`src/rtl/memory_bank_if.sv`:
```
// Access bus for memory_bank: one command/address/data request side and a
// registered read-response side.
interface memory_bank_if #(
  parameter int unsigned DATA_WIDTH = 8,
  parameter int unsigned DEPTH      = 8
);
  localparam int unsigned ADDR_WIDTH = $clog2(DEPTH);

  logic                  chip_select;
  logic                  rE;
  logic                  wE;
  logic                  clear;
  logic [ADDR_WIDTH-1:0] address;
  logic [DATA_WIDTH-1:0] data;
  logic [DATA_WIDTH-1:0] dataOut;
  logic                  valid;
  logic                  busy;

  modport master (
    output chip_select,
    output rE,
    output wE,
    output clear,
    output address,
    output data,
    input  dataOut,
    input  valid,
    input  busy
  );

  modport slave (
    input  chip_select,
    input  rE,
    input  wE,
    input  clear,
    input  address,
    input  data,
    output dataOut,
    output valid,
    output busy
  );
endinterface

```
`src/rtl/memory_bank.sv`:
```
// Single-port register-file memory with registered read data, selectable
// read-first/write-first collision behaviour and a hardware zeroing sweep.
module memory_bank #(
  parameter int unsigned DATA_WIDTH = 8,
  parameter int unsigned DEPTH      = 8,
  parameter int unsigned READ_MODE  = 0
) (
  input logic         clock,
  input logic         reset,
  memory_bank_if.slave bus
);
  localparam int unsigned ADDR_WIDTH = $clog2(DEPTH);
  localparam logic [ADDR_WIDTH-1:0] LastAddr = ADDR_WIDTH'(DEPTH - 1);

  typedef enum logic [0:0] {StIdle, StClear} state_e;

  state_e                state_q;
  logic [ADDR_WIDTH-1:0] pointer_q;
  logic [DATA_WIDTH-1:0] dout_q;
  logic                  valid_q;
  logic                  busy_q;
  logic [DATA_WIDTH-1:0] mem_q [DEPTH];

  logic                  accept;
  logic                  do_clear;
  logic                  do_write;
  logic                  do_read;
  logic [DATA_WIDTH-1:0] rd_word;

  // Clear wins over read/write issued in the same cycle.
  always_comb begin
    accept   = (state_q == StIdle) && bus.chip_select;
    do_clear = accept && bus.clear;
    do_write = accept && bus.wE && !bus.clear;
    do_read  = accept && bus.rE && !bus.clear;
  end

  // Read and write share one address, so any simultaneous access collides.
  always_comb begin
    rd_word = mem_q[bus.address];
    if ((READ_MODE == 1) && do_write) begin
      rd_word = bus.data;
    end
  end

  always_ff @(posedge clock or negedge reset) begin
    if (!reset) begin
      for (int i = 0; i < DEPTH; i++) begin
        mem_q[i] <= '0;
      end
    end else if (state_q == StClear) begin
      mem_q[pointer_q] <= '0;
    end else if (do_write) begin
      mem_q[bus.address] <= bus.data;
    end
  end

  always_ff @(posedge clock or negedge reset) begin
    if (!reset) begin
      state_q   <= StIdle;
      pointer_q <= '0;
      dout_q    <= '0;
      valid_q   <= 1'b0;
      busy_q    <= 1'b0;
    end else begin
      valid_q <= 1'b0;
      case (state_q)
        StIdle: begin
          if (do_clear) begin
            state_q   <= StClear;
            busy_q    <= 1'b1;
            pointer_q <= '0;
          end else if (do_read) begin
            dout_q  <= rd_word;
            valid_q <= 1'b1;
          end
        end
        StClear: begin
          pointer_q <= pointer_q + ADDR_WIDTH'(1);
          if (pointer_q == LastAddr) begin
            state_q <= StIdle;
            busy_q  <= 1'b0;
          end
        end
        default: begin
          state_q <= StIdle;
          busy_q  <= 1'b0;
        end
      endcase
    end
  end

  assign bus.dataOut = dout_q;
  assign bus.valid   = valid_q;
  assign bus.busy    = busy_q;
endmodule

```
`src/flat_wrapper.sv`:
```
// flat-port wrapper written by rule: the top's interface ports become plain ports
module memory_bank_flat 
#(
  parameter int unsigned DATA_WIDTH = 8,
  parameter int unsigned DEPTH      = 8,
  parameter int unsigned READ_MODE  = 0
)
  (clock, reset, bus_chip_select, bus_rE, bus_wE, bus_clear, bus_address, bus_data, bus_dataOut, bus_valid, bus_busy);
  memory_bank_if #(.DATA_WIDTH(DATA_WIDTH), .DEPTH(DEPTH)) bus_i ();
  input logic clock;
  input logic reset;
  input wire logic [$bits(bus_i.chip_select)-1:0] bus_chip_select;
  input wire logic [$bits(bus_i.rE)-1:0] bus_rE;
  input wire logic [$bits(bus_i.wE)-1:0] bus_wE;
  input wire logic [$bits(bus_i.clear)-1:0] bus_clear;
  input wire logic [$bits(bus_i.address)-1:0] bus_address;
  input wire logic [$bits(bus_i.data)-1:0] bus_data;
  output wire logic [$bits(bus_i.dataOut)-1:0] bus_dataOut;
  output wire logic [$bits(bus_i.valid)-1:0] bus_valid;
  output wire logic [$bits(bus_i.busy)-1:0] bus_busy;
  assign bus_i.chip_select = bus_chip_select;
  assign bus_i.rE = bus_rE;
  assign bus_i.wE = bus_wE;
  assign bus_i.clear = bus_clear;
  assign bus_i.address = bus_address;
  assign bus_i.data = bus_data;
  assign bus_dataOut = bus_i.dataOut;
  assign bus_valid = bus_i.valid;
  assign bus_busy = bus_i.busy;
  memory_bank #(.DATA_WIDTH(DATA_WIDTH), .DEPTH(DEPTH), .READ_MODE(READ_MODE)) u_core (.clock(clock), .reset(reset), .bus(bus_i));
endmodule
```
`config.mk`:
```
export PLATFORM = sky130hd
export DESIGN_NAME = memory_bank_flat
export DESIGN_NICKNAME = d
export VERILOG_FILES = /design/src/rtl/memory_bank_if.sv /design/src/rtl/memory_bank.sv /design/src/flat_wrapper.sv
export SDC_FILE = /design/constraint.sdc
export NUM_CORES = 1
export LEC_CHECK = 0
export CELL_PAD_IN_SITES_DETAIL_PLACEMENT = 1
export CELL_PAD_IN_SITES_GLOBAL_PLACEMENT = 1
export CORE_MARGIN = 2
export CORE_UTILIZATION = 40
export DETAILED_ROUTE_END_ITERATION = 8
export PLACE_DENSITY_LB_ADDON = 0.1
export SYNTH_ARGS = -nofsm -noshare
export SYNTH_HDL_FRONTEND = slang
export SYNTH_SLANG_ARGS = --single-unit
```
`constraint.sdc`:
```
create_clock -name clock -period 1.6 [get_ports clock]
set_clock_uncertainty 0.05 [all_clocks]
set_input_delay 0.4 -clock clock [delete_from_list [all_inputs] [get_ports clock]]
set_output_delay 0.4 -clock clock [all_outputs]
set_load 0.05 [all_outputs]
```
Word level (Yosys, flattened, before mapping)
Index checks and enable logic that the tools add are counted.

word-level totals
  register bits after elaboration = 78
  bits of input ports = 17
  output and inout bits = 10
  logic and storage cells = 60

cells by class
  add/subtract/negate cells = 1
  $lt $le $gt $ge = 4
  equal/unequal tests = 3
  multiplexer cells = 21
  bitwise operators = 6
  reduce and logical (&&, ||, !) cells = 12

operators with widths
  kind                 number
  $mux 64              2
  $and 64x64->64       1
  $bwmux 64            1
  $not 64->64          1
  $demux 8 s3          2
  $mux 8               4
  $bmux 8 s3           1
  $ge 4x4->1 const B   2
  $logic_and 1x1->1    8
  $lt 4x1->1 const B   2
  $not 3->4            2
  $mux 1               7
  $pmux 3 s2           1
  $pmux 1 s2           2
  $add 3x1->3 const B  1
  $eq 3x3->1 const B   1
  $mux 3               1
  $reduce_and 3->1     1
  $ne 2x1->1 const B   1
  $ne 2x2->1 const B   1
  $not 1->1            2
  $reduce_and 2->1     1
  $reduce_bool 2->1    1
  $logic_not 1->1      1

Logic depth before layout (Yosys ltp)
  depth in word-level cells = 8
  gate-level depth with buffers = 7
  mapped depth without buffers = 4

Worst setup path before layout
No wires, ideal clock.

  path type = input -> register
  start = in bus_clear
  end = reg u_core.mem_q[10] in the netlist's numbering
  setup time = 0.079 ns
  arrival time = 1.448 ns
  required time = 1.471 ns
  path slack = 0.023 ns
  stages = 4
  path buffers = 0
  path through = and4bb_2 > nand2b_4 > nor2_2 > mux2i_1

on the way
  cells in the longest elaborated chain, start to end = 3

ends and longest elaborated chain
  item                                line                source
  start, declared                     flat_wrapper.sv:15  input wire logic [$bits(bus_i.clear)-1:0] bus_clear;
  $logic_not 1->1                     memory_bank.sv:34   do_write = accept && bus.wE && !bus.clear;
  $logic_and 1x1->1                   memory_bank.sv:34
  $reduce_bool 2->1 (no source line)  --
  end signal, assigned by index       memory_bank.sv:54   mem_q[bus.address] <= bus.data;
  end, declared                       memory_bank.sv:22   logic [DATA_WIDTH-1:0] mem_q [DEPTH];

Every way passes these cells.
A chain may end at the register's enable or synchronous reset.

Worst setup path after layout
  start = in bus_wE
  end = reg u_core.mem_q[60] in the netlist's numbering

on the way
  cells in the longest elaborated chain, start to end = 3

ends and longest elaborated chain
  item                                line                source
  start, declared                     flat_wrapper.sv:14  input wire logic [$bits(bus_i.wE)-1:0] bus_wE;
  $logic_and 1x1->1 (2 in a row)      memory_bank.sv:34
  $reduce_bool 2->1 (no source line)  --

Every way passes these cells.

==> flow_summary.ini <==
[synthesis]
synthFlopType = dfrtp_1
ys_ff_latch = 78
syn_inst = 355
syn_area_per_cell_um2 = 10.7
netlist_top_cells_area = dfrtp_1 (52%), mux2i_1 (15%), nand2_1 (5.4%)
synth_cell_types = 39
synth.top_cell.area_share_pct = 51.6
syn_nets = 374
yosysSeqAreaShare_pct = 51.6
ys_warn_count = 0
synth.largest_area_cell = dfrtp_1
syn_area_mm2 = 0.00378
synthArstFlopShare_pct = 100
synth_edf_count = 0

[worst_setup_path]
path_class = primary input to register
slowest_stage = clkdlybuf4s50_1
crit_arrival_ns = 1.83
crit_chain = clkdlybuf4s50_1 > and4bb_4 > nand2b_4 > nor3_4 > buf_12 > mux2i_1
cp_top_family = buffers and inverters
reg2reg_slack_ns = -0.02
r2r.worst_path.cells = 5
critPathLaunchType = primary input
critical_path_peak_fanout = 8
critPathBufInv = 2
endpoint_kind = register
critPathRequiredTime_ns = 1.81
timing.rr.end = u_core.mem_q[60]
max_stage_delay_ns = 0.46
timing.rr.start = u_core.state_q
cp-startpoint = bus_wE

[grt]
met1_usage_pct = 31.5
grt_pass1_wl_um = 17500
grt_use_total_pct = 22.7
grt-ovfl-total = 0
met2_usage_pct = 37.3
antenna_found_initial = 0
grt_max_degree = 29
grt-busiest-layer = met2
gr-usage-met3_pct = 4.42
grt_pass1_vias = 3208

[layout]
fin_nets = 453
drive_above_1_share_pct = 28.1
seq_area_mm2 = 0.00195
multiInputGateArea_mm2 = 0.00188
syn_to_final_growth_pct = 36.6
fillers = 974
fin_area_mm2 = 0.00516
num_antenna_cells = 0

[power]
peakVddDrop_v = 0.000685
p_leak_nw = 2.25
cellPowerDensity_mw_per_mm2 = 1360

[floorplanning]
core_mm2 = 0.00920
rows = 35
num_io_pins = 27
die_x_um = 101
die_height_um = 101
start_util_pct = 41.1
die_area_mm2 = 0.0102

[timing]
fin_crit_ns = 1.62
slew_headroom_pct = 69.9
rsz0062_at_grt = yes
fin_ws_ns = -0.0193
fin_crit_sh_pct = 101
fmax_ghz = 0.618
fin_setup_tns_ns = -0.0208
tightestPinTransition_ns = 0.450
timing.final.setup_violations = 2
hold_viol_final = 0
finalMaxSlewViolations = 0

[route]
drtAntennaViolNets = 0
wl_um = 11000
drt_iter0_drc = 78
drc_errors = 0
vias = 3025
first_pass_iters = 4
viasPerCell = 5.51
wire_per_inst_um = 20.1

[cts]
tritoncts = yes
htree_levels = 3
cts_buffer_depth = 2
clk_pin_slew_ns = 0.09
clock-root-buffer = clkbuf_8
cts_buffers = 9
clkLatencyLatePin_ns = 0.36
cts_sinks = 78

[hold_path]
hold_end = u_core.mem_q[17]
worstHoldPathType = register to register
min-delay-start = u_core.mem_q[17]
hold_depth = 2

[placed_design]
place_hpwl_um = 7940
port_buffers = 26
gp_congestion = 0.826
place_area_mm2 = 0.00471

[run]
drv_cap = 0

[run_status]
violations = negative setup slack
status = finished, violations left
report_power, final:
group	internal [mW]	switching (mW)	total [mW]
clock network	1.03	0.768	1.80
registers	2.37	0.369	2.74
logic	1.12	1.37	2.49
worst reg2reg max path: stages (launching register included):
cell	delay (ns)
dfrtp_1	0.41
and4bb_4	0.37
nand2b_4	0.10
nor3_4	0.18
buf_12	0.18
mux2i_1	0.23
state kept, by name, summed over array words and instances (netlist names):
signal              cells
u_core.bus.valid        1
u_core.state_q          1
u_core.bus.busy         1
u_core.bus.dataOut      8
u_core.mem_q           64
u_core.pointer_q        3
Yosys cell counts (3+ instances only):
master,number
buf_2,9
o22a_1,4
nand2b_1,9
o21ai_0,35
mux2i_1,57
a211oi_1,3
o211ai_1,3
nand3_1,31
mux2_2,5
nor2_1,6
nand4_1,3
a22oi_1,5
clkbuf_1,8
a21oi_1,8
nand2_1,54
nor2b_1,6
dfrtp_1,78
area by class of cell:
type,instances,share of cell area [%]
timing repair buffer,87,18.5
sequential,78,37.8
clock buffer,9,2.40
clock inverter,6,2.16
tap,111,2.69
multi-input combinational,256,36.3
inverter,2,0.145
through the flow:
| step | setup slack (ns) | instances | utilization, % | total power, mW | hold slack (ns) |
|---|---|---|---|---|---|
| global placement | -0.536 | 529 | 51.2 | 5.08 | 0.308 |
| finish | -0.0193 | 549 | 56.2 | 7.03 | 0.463 |
| global route | -0.0852 | 549 | 56.2 | 7.38 | 0.492 |
| CTS | -0.0592 | 548 | 54.4 | 6.98 | 0.469 |
| floorplan | 0.0228 | 355 | - | 3.90 | 0.0544 |
| detailed placement | -0.578 | 529 | 51.2 | 5.16 | 0.307 |
layer usage:
layer	vias up	share of wire, %	wire (um)
li1	1435	-	-
met1	1547	47	5180
met2	37	50	5500
met3	6	2.3	256
met4	0	0.83	91
met5	-	0	0
kinds of logic after synthesis:
kind of cell	share of synthesized area (%)
adders and majority gates	0.661
buffers and inverters	2.58
DFF	51.6
muxes	17.8
AOI/OAI and AO/OA	11.1
and+or+nand+nor	16.3
placed cells by master (no fill, tap or decap), types with 3 or more instances in the layout:
master	count
nand2b_1	9
a22oi_1	5
buf_12	17
clkdlybuf4s50_1	10
nand2_1	54
a211oi_1	3
nand3_2	3
o21ai_0	24
o22a_1	4
bufinv_16	3
mux2i_1	55
dfrtp_1	78
a21oi_1	6
nor2b_2	3
nor2b_1	3
mux2_2	5
buf_6	11
dlygate4sd2_1	4
clkbuf_8	9
o211ai_1	3
nor2_1	3
nor2_2	4
o21ai_1	11
buf_4	42
nand4_1	3
nand3_1	28
repair_timing:
| item | 4_1_cts | 5_1_grt |
|---|---|---|
| pin swaps | 3 | 10 |
| endpoints found under the setup margin | 72 | 65 |
| hold endpoints to repair | 24 | 0 |
| resized for setup | 17 | 37 |
| hold buffers | 1 | 0 |
| setup buffers | 3 | 1 |
| gates cloned | 0 | 1 |
worst max-delay path by stage:
stage,to,slack [ns],depth (start not counted)
after floorplan,u_core.mem_q[10],0.02,4
after global placement,u_core.bus.dataOut[7],-0.54,6
after detailed placement,u_core.bus.dataOut[6],-0.58,6
after CTS,u_core.mem_q[60],-0.06,5
after global routing,u_core.bus.dataOut[7],-0.09,7
final,u_core.mem_q[60],-0.02,6
Power figures use the tool's default switching activity.
